==> src/rtl/mult_cdb_writer.sv <==
// Multiplier functional unit: takes one op from a reservation station,
// multiplies over a fixed latency and broadcasts {tag, result} on the CDB.
module mult_cdb_writer #(
    parameter int DATA_W = 16,
    parameter int TAG_W  = 3,
    parameter int LAT    = 3
) (
    input  logic              Clock,
    input  logic              Resetn,
    input  logic              Flush,
    input  logic              iss_valid,
    output logic              iss_ready,
    input  logic [TAG_W-1:0]  iss_tag,
    input  logic [DATA_W-1:0] iss_vj,
    input  logic [DATA_W-1:0] iss_vk,
    input  logic              iss_op,
    output logic              busy,
    output logic              cdb_req,
    input  logic              cdb_grant,
    output logic              cdb_valid,
    output logic [TAG_W-1:0]  cdb_tag,
    output logic [DATA_W-1:0] cdb_data
);

    typedef enum logic [1:0] {
        IDLE,
        EXEC,
        WAIT,
        BCAST
    } state_t;

    localparam logic [3:0] CNT_INIT = 4'(LAT - 1);

    state_t              state_q, state_d;
    logic [3:0]          cnt_q, cnt_d;
    logic [TAG_W-1:0]    tag_q;
    logic [DATA_W-1:0]   vj_q;
    logic [DATA_W-1:0]   vk_q;
    logic                op_q;
    logic [DATA_W-1:0]   res_q;
    logic [TAG_W-1:0]    cdb_tag_q;
    logic [DATA_W-1:0]   cdb_data_q;

    logic                accept;
    logic                exec_done;
    logic                grant_ok;
    logic [2*DATA_W-1:0] prod;

    // Flush vetoes any accept, including the back-to-back one from BCAST.
    assign iss_ready = (state_q == IDLE) || (state_q == BCAST);
    assign accept    = iss_valid & iss_ready & ~Flush;
    assign exec_done = (state_q == EXEC) && (cnt_q == 4'd0) && !Flush;
    assign grant_ok  = (state_q == WAIT) && cdb_grant && !Flush;

    assign prod = (2*DATA_W)'(vj_q) * (2*DATA_W)'(vk_q);

    assign busy      = (state_q != IDLE);
    assign cdb_req   = (state_q == WAIT);
    assign cdb_valid = (state_q == BCAST);
    assign cdb_tag   = cdb_tag_q;
    assign cdb_data  = cdb_data_q;

    always_comb begin
        state_d = state_q;
        cnt_d   = cnt_q;
        unique case (state_q)
            IDLE: begin
                if (accept) begin
                    state_d = EXEC;
                    cnt_d   = CNT_INIT;
                end
            end
            EXEC: begin
                if (Flush) begin
                    state_d = IDLE;
                end else if (cnt_q == 4'd0) begin
                    state_d = WAIT;
                end else begin
                    cnt_d = cnt_q - 4'd1;
                end
            end
            WAIT: begin
                if (Flush) begin
                    state_d = IDLE;
                end else if (cdb_grant) begin
                    state_d = BCAST;
                end
            end
            BCAST: begin
                if (accept) begin
                    state_d = EXEC;
                    cnt_d   = CNT_INIT;
                end else begin
                    state_d = IDLE;
                end
            end
            default: begin
                state_d = IDLE;
            end
        endcase
    end

    always_ff @(posedge Clock or negedge Resetn) begin
        if (!Resetn) begin
            state_q <= IDLE;
            cnt_q   <= 4'd0;
        end else begin
            state_q <= state_d;
            cnt_q   <= cnt_d;
        end
    end

    // Output tag/data only move on the grant edge so they hold between broadcasts.
    always_ff @(posedge Clock or negedge Resetn) begin
        if (!Resetn) begin
            tag_q      <= '0;
            vj_q       <= '0;
            vk_q       <= '0;
            op_q       <= 1'b0;
            res_q      <= '0;
            cdb_tag_q  <= '0;
            cdb_data_q <= '0;
        end else begin
            if (accept) begin
                tag_q <= iss_tag;
                vj_q  <= iss_vj;
                vk_q  <= iss_vk;
                op_q  <= iss_op;
            end
            if (exec_done) begin
                res_q <= op_q ? prod[2*DATA_W-1:DATA_W] : prod[DATA_W-1:0];
            end
            if (grant_ok) begin
                cdb_tag_q  <= tag_q;
                cdb_data_q <= res_q;
            end
        end
    end

endmodule

==> config.mk <==
export PLATFORM = sky130hd
export DESIGN_NAME = mult_cdb_writer
export DESIGN_NICKNAME = d
export VERILOG_FILES = /design/src/rtl/mult_cdb_writer.sv
export SDC_FILE = /design/constraint.sdc
export NUM_CORES = 1
export LEC_CHECK = 0
export ABC_AREA = 1
export BUFFER_PORTS_ARGS = -buffer_cell sky130_fd_sc_hd__buf_2
export CAP_MARGIN = 20
export CORE_MARGIN = 2
export CORE_UTILIZATION = 58
export CTS_CLUSTER_DIAMETER = 120
export DETAILED_ROUTE_END_ITERATION = 10
export HOLD_SLACK_MARGIN = 0.02
export PLACE_DENSITY = 0.76
export SLEW_MARGIN = 20
export SYNTH_ARGS = -nofsm -noshare
export SYNTH_HDL_FRONTEND = slang
export SYNTH_SLANG_ARGS = --single-unit
export TNS_END_PERCENT = 10
==> constraint.sdc <==
create_clock -name Clock -period 7.5 [get_ports Clock]
set_input_delay 1.5 -clock Clock [delete_from_list [all_inputs] [get_ports Clock]]
set_output_delay 1.5 -clock Clock [all_outputs]
set_load 0.05 [all_outputs]
[Yosys cells after proc, flatten, opt, wreduce, memory -nomap -nowiden]
Cells that the tools add are included.
Word-level totals
  bits in latches: 0
  logic and storage cells: 48
  RAM bits: 0
  memories: 0
  flip-flop bits (word level): 77
  ROM bits: 0
Cells by class
  eq/ne operators: 9
  bitwise operators: 3
  reductions and logical operators: 13
  $add $sub $neg: 1
  div/mod/pow operators: 0
  shift operators: 0
  muxes and demuxes: 12
  multipliers: 1
  order comparisons: 0
Operators with widths (count)
  16-bit by 16-bit multiplier with 32-bit output: 1
  16-bit two-way mux: 1
  4-bit two-way mux: 3
  2-bit two-way mux: 5
  2-bit one-hot mux with 4 select lines: 1
  4-bit one-hot mux with 2 select lines: 1
  2-bit != test, second input constant: 3
  3-bit by 2-bit != test with 1-bit output, second input constant: 2
  2-bit == test, second input constant: 2
  1-bit logical AND: 4
  4-bit logical NOT: 1
  4-bit AND reduction: 1
  2-bit nonzero test: 2
  4-bit by 1-bit subtractor with 4-bit output, second input constant: 1
  3-bit AND reduction: 1
  1-bit bitwise AND: 2
  2-bit by 1-bit == test with 1-bit output, second input constant: 1
  2-bit logical NOT: 1
  2-bit by 1-bit != test with 1-bit output, second input constant: 1
  2-bit OR reduction: 1
  1-bit logical NOT: 1
  1-bit logical OR: 1
  1-bit two-way mux: 1
  1-bit NOT: 1

[Depth between registers and ports, before layout]
  depth after elaboration: 6
  gate-level depth with buffers: 29
  gate-level depth less buffers: 27

[Worst setup path after synthesis]
OpenSTA, ideal clock, no wires.
  path kind: flip-flop to flip-flop
  start: reg vj_q[15]
  end: reg res_q[13]
  path slack: 2290 ps
  path buffers: 2
  arrival time: 5137 ps
  stages on the path, launching flop included: 25
  period minus slack after synthesis: 5210 ps
  cell sequence: dfrtp_1 > clkbuf_1 > clkbuf_1 > nand2_1 > fa_1 > fa_1 > inv_1 > fa_1 > fa_1 > fa_1 > inv_1 > fa_1 > inv_1 > ha_1 > nand2_1 > inv_1 > nand2_1 > nand2_1 > nand2_1 > nand2_1 > a21oi_1 > nand2_1 > nand2_1 > nand3_1 > a21oi_2
On the way
  cells in the longest elaborated chain, start to end: 2
Ends and longest elaborated chain
  from (decl): line 37  | logic [DATA_W-1:0] vj_q;
  from (signal assigned): line 126  | vj_q <= iss_vj;
  16-bit by 16-bit multiplier with 32-bit output: line 55  | assign prod = (2*DATA_W)'(vj_q) * (2*DATA_W)'(vk_q);
  16-bit two-way mux: line 131  | res_q <= op_q ? prod[2*DATA_W-1:DATA_W] : prod[DATA_W-1:0];
  to (signal assigned): line 131
  to (decl): line 40  | logic [DATA_W-1:0] res_q;
No other way between the ends.
A chain may end at the register's enable or synchronous reset.

[Final worst setup path]
  start: reg vk_q[7]
  end: reg res_q[2]
On the way
  cells in the longest elaborated chain, start to end: 2
Ends and longest elaborated chain
  from (decl): line 38  | logic [DATA_W-1:0] vk_q;
  from (signal assigned): line 127  | vk_q <= iss_vk;
  16-bit by 16-bit multiplier with 32-bit output: line 55
  16-bit two-way mux: line 131
No other way between the ends.

==> results.md <==
- Status: finished, final reports clean
- CTS max path bufs: 2
- Placed insts: 1920
- Die Height: 151.5 µm
- RSZ-0062 raised after global routing: no
- Gate Count Post-Synth: 1652
- Adder-Cell Fraction of Synth Area: 41.78%
- Max-slew headroom: 42.51%
- Most common cell after layout, fill and taps aside: nand2_1
- Routed via count: 9804
- Measured slew at the worst slew-check pin: 0.8623 ns
- Fin crit share: 77.23%
- Main combinational cell family by area after synthesis: adder cells
- Pin count of the biggest net entering global routing: 56
- Max-Cap Viols: 0
- Core Area: 0.02122 mm²
- Top Ports: 64
- First-pass detailed-route iteration total: 7
- Final count of pins violating max slew: 0
- First-pass GRT wire length: 49.76 mm
- Yosys reg bits: 77
- Post-synthesis mux area share: 4.105%
- Synth-to-layout area growth: 5.652%
- Distinct cells, synth: 34
- Finished Layout Cells: 1936
- Final ANT Viol Nets: 0
- TritonCTS Sinks: 77
- Final core utilization: 62.83%
- TNS Setup: 0 ns
- Row count: 53
- Worst Skew: 0.01108 ns
- Clock buffer count from CTS: 9
- CTS Hold Bufs: 0
- DRC errors left: 0
- Root buf cell: clkbuf_16
- Wirelength, routed: 29.36 mm
- Gr usage total: 27.98%
- Clock transition at path regs: 0.08 ns
- Critical Path End Type: flip-flop
- Reg area: 0.001927 mm²
- Fraction of layout cells with a size suffix above 1: 8.850%
- Max FO, Critical Path: 17
- # Post-CTS Setup Buffers: 0
- Critical Path AT: 6.07 ns
- Post-synth ARST share: 100.0%
- Hold crit path type: reg2reg
- Commonest cells after routing, fill and taps aside: 491 x nand2_1, 452 x inv_1, 194 x fa_1, 111 x ha_1, 77 x dfrtp_1
- Cts repair resizes: 0
- Mean post-synth cell area: 7.639 µm²
- Nets: 2002
- HPWL after DPL: 24.20 mm
- Port Buffers: 63
- Initial antenna violation count: 0
- Vias in the first global route: 10.03k
- WS Path Type: reg2reg
- Ys flop type: dfrtp_1
- Antenna Cells: 0
- CTS tree: yes
- Simple-gate share of the synthesized area: 19.80%
- Die span in x: 151.5 µm
- Syn Std Cell Area: 0.01262 mm²
- Grt ovf: 0
- WL/cell: 15.16 µm
- Post-synthesis compound-gate area fraction: 2.826%
- Max H-tree Level: 3
- Multi-input gate area: 0.008698 mm²
- Setup crit start kind: flip-flop
- Max Clk Rate: 172.6 MHz
- CP required: 7.78 ns
- Synth Area in XOR/XNOR: 0.4164%
- # fillers: 1895
- Final hold vios: 0
- Initial DRC count: 614
- Routability-driven placement congestion ratio: 0.8980
- Syn. warnings: 0
- Clk Latency, worst-skew pair: 0.36 ns
- Initial Util: 59.47%
- Clock period minus worst slack: 5.793 ns
- Seq/Total Area, Yosys: 15.27%
- Final Setup Violations: 0
- Number of flops mapped to enable cells by yosys: 0
- Drt via density: 5.064
- Die Area: 0.02295 mm²
- Synth Net Count: 1998
[cell families after synthesis]
group	Yosys count
buf+inv	528
mux	46
compound gates	65
xor+xnor	6
flops	77
simple gates	625
fa+ha+maj	305
[through the flow]
stage / hold slack [ns] / setup WS (ns) / area (µm²)
2_1_floorplan: 0.4450 / 2.290 / 12620
3_3_place_gp: 0.4699 / 1.679 / 13020
3_5_place_dp: 0.4748 / 1.756 / 13020
4_1_cts: 0.4915 / 1.690 / 13330
5_1_grt: 0.5269 / 1.336 / 13330
6_report: 0.4928 / 1.707 / 13330
[state kept, by name (all words and copies together) (netlist names), 2 cells and up]
register,flops
cdb_data,16
res_q,16
vj_q,16
vk_q,16
cnt_q,4
cdb_tag,3
tag_q,3
state_q,2
[path summary, 6_finish.rpt]
path | from | endpoint | slack (ns) | cells past startpoint
setup reg to reg | vk_q[7] | res_q[2] | 1.71 | 19
min in group asynchronous | Resetn | vj_q[0] | 1.02 | 1
hold / removal | cdb_tag[1] | cdb_tag[1] | 0.49 | 2
max in group asynchronous | Resetn | cdb_tag[0] | 5.42 | 2
setup / recovery | vk_q[7] | res_q[2] | 1.71 | 19
hold reg to reg | cdb_tag[1] | cdb_tag[1] | 0.49 | 2
[worst max-delay path, stage by stage, from the launching register on]
cell	delay, ns
dfrtp_1	0.75
nand2_1	0.18
fa_1	0.56
inv_1	0.05
fa_1	0.49
fa_1	0.57
fa_1	0.47
fa_1	0.50
inv_1	0.05
fa_1	0.49
inv_1	0.05
ha_1	0.39
nand2_1	0.16
nor2_2	0.20
and2_1	0.17
nand2_1	0.07
nand2_1	0.10
xor2_1	0.24
nor2_1	0.07
o21ai_1	0.13
[metal layers]
metal	GRT usage (%)	part of all wire, %	up-vias
met5	0	0	-
met4	6.204	1.7	0
met3	4.880	6.3	37
met2	46.47	47	288
met1	38.79	45	4720
li1	-	-	4759
[synthesized netlist by cell type, types with 2 or more instances]
cell	n	area, µm²
nand2_1	491	1843
inv_1	452	1697
fa_1	194	3884
ha_1	111	1389
dfrtp_1	77	1927
clkbuf_1	66	247.7
nor2_1	61	229.0
mux2_2	46	518.0
nand3_1	45	225.2
a21oi_1	33	165.2
o21ai_0	17	85.08
nand4_1	8	50.05
buf_2	7	35.03
nor2_2	7	43.79
nand3_2	6	60.06
nand3b_1	4	30.03
a21oi_2	3	26.28
o21ai_1	3	15.01
xnor2_1	3	26.28
xor2_1	3	26.28
a31oi_1	2	12.51
[cell type report]
type / count / share of cell area [%]
Inverter: 454 / 12.78
Clock inverter: 7 / 0.6475
Clock buffer: 9 / 1.689
Tap cell: 275 / 2.581
Timing Repair Buffer: 67 / 2.609
Sequential cell: 77 / 14.45
Multi-Input combinational cell: 1047 / 65.24
Power is not shown: default switching activity piles up to over one toggle a cycle in this logic, so the estimate is an artifact.
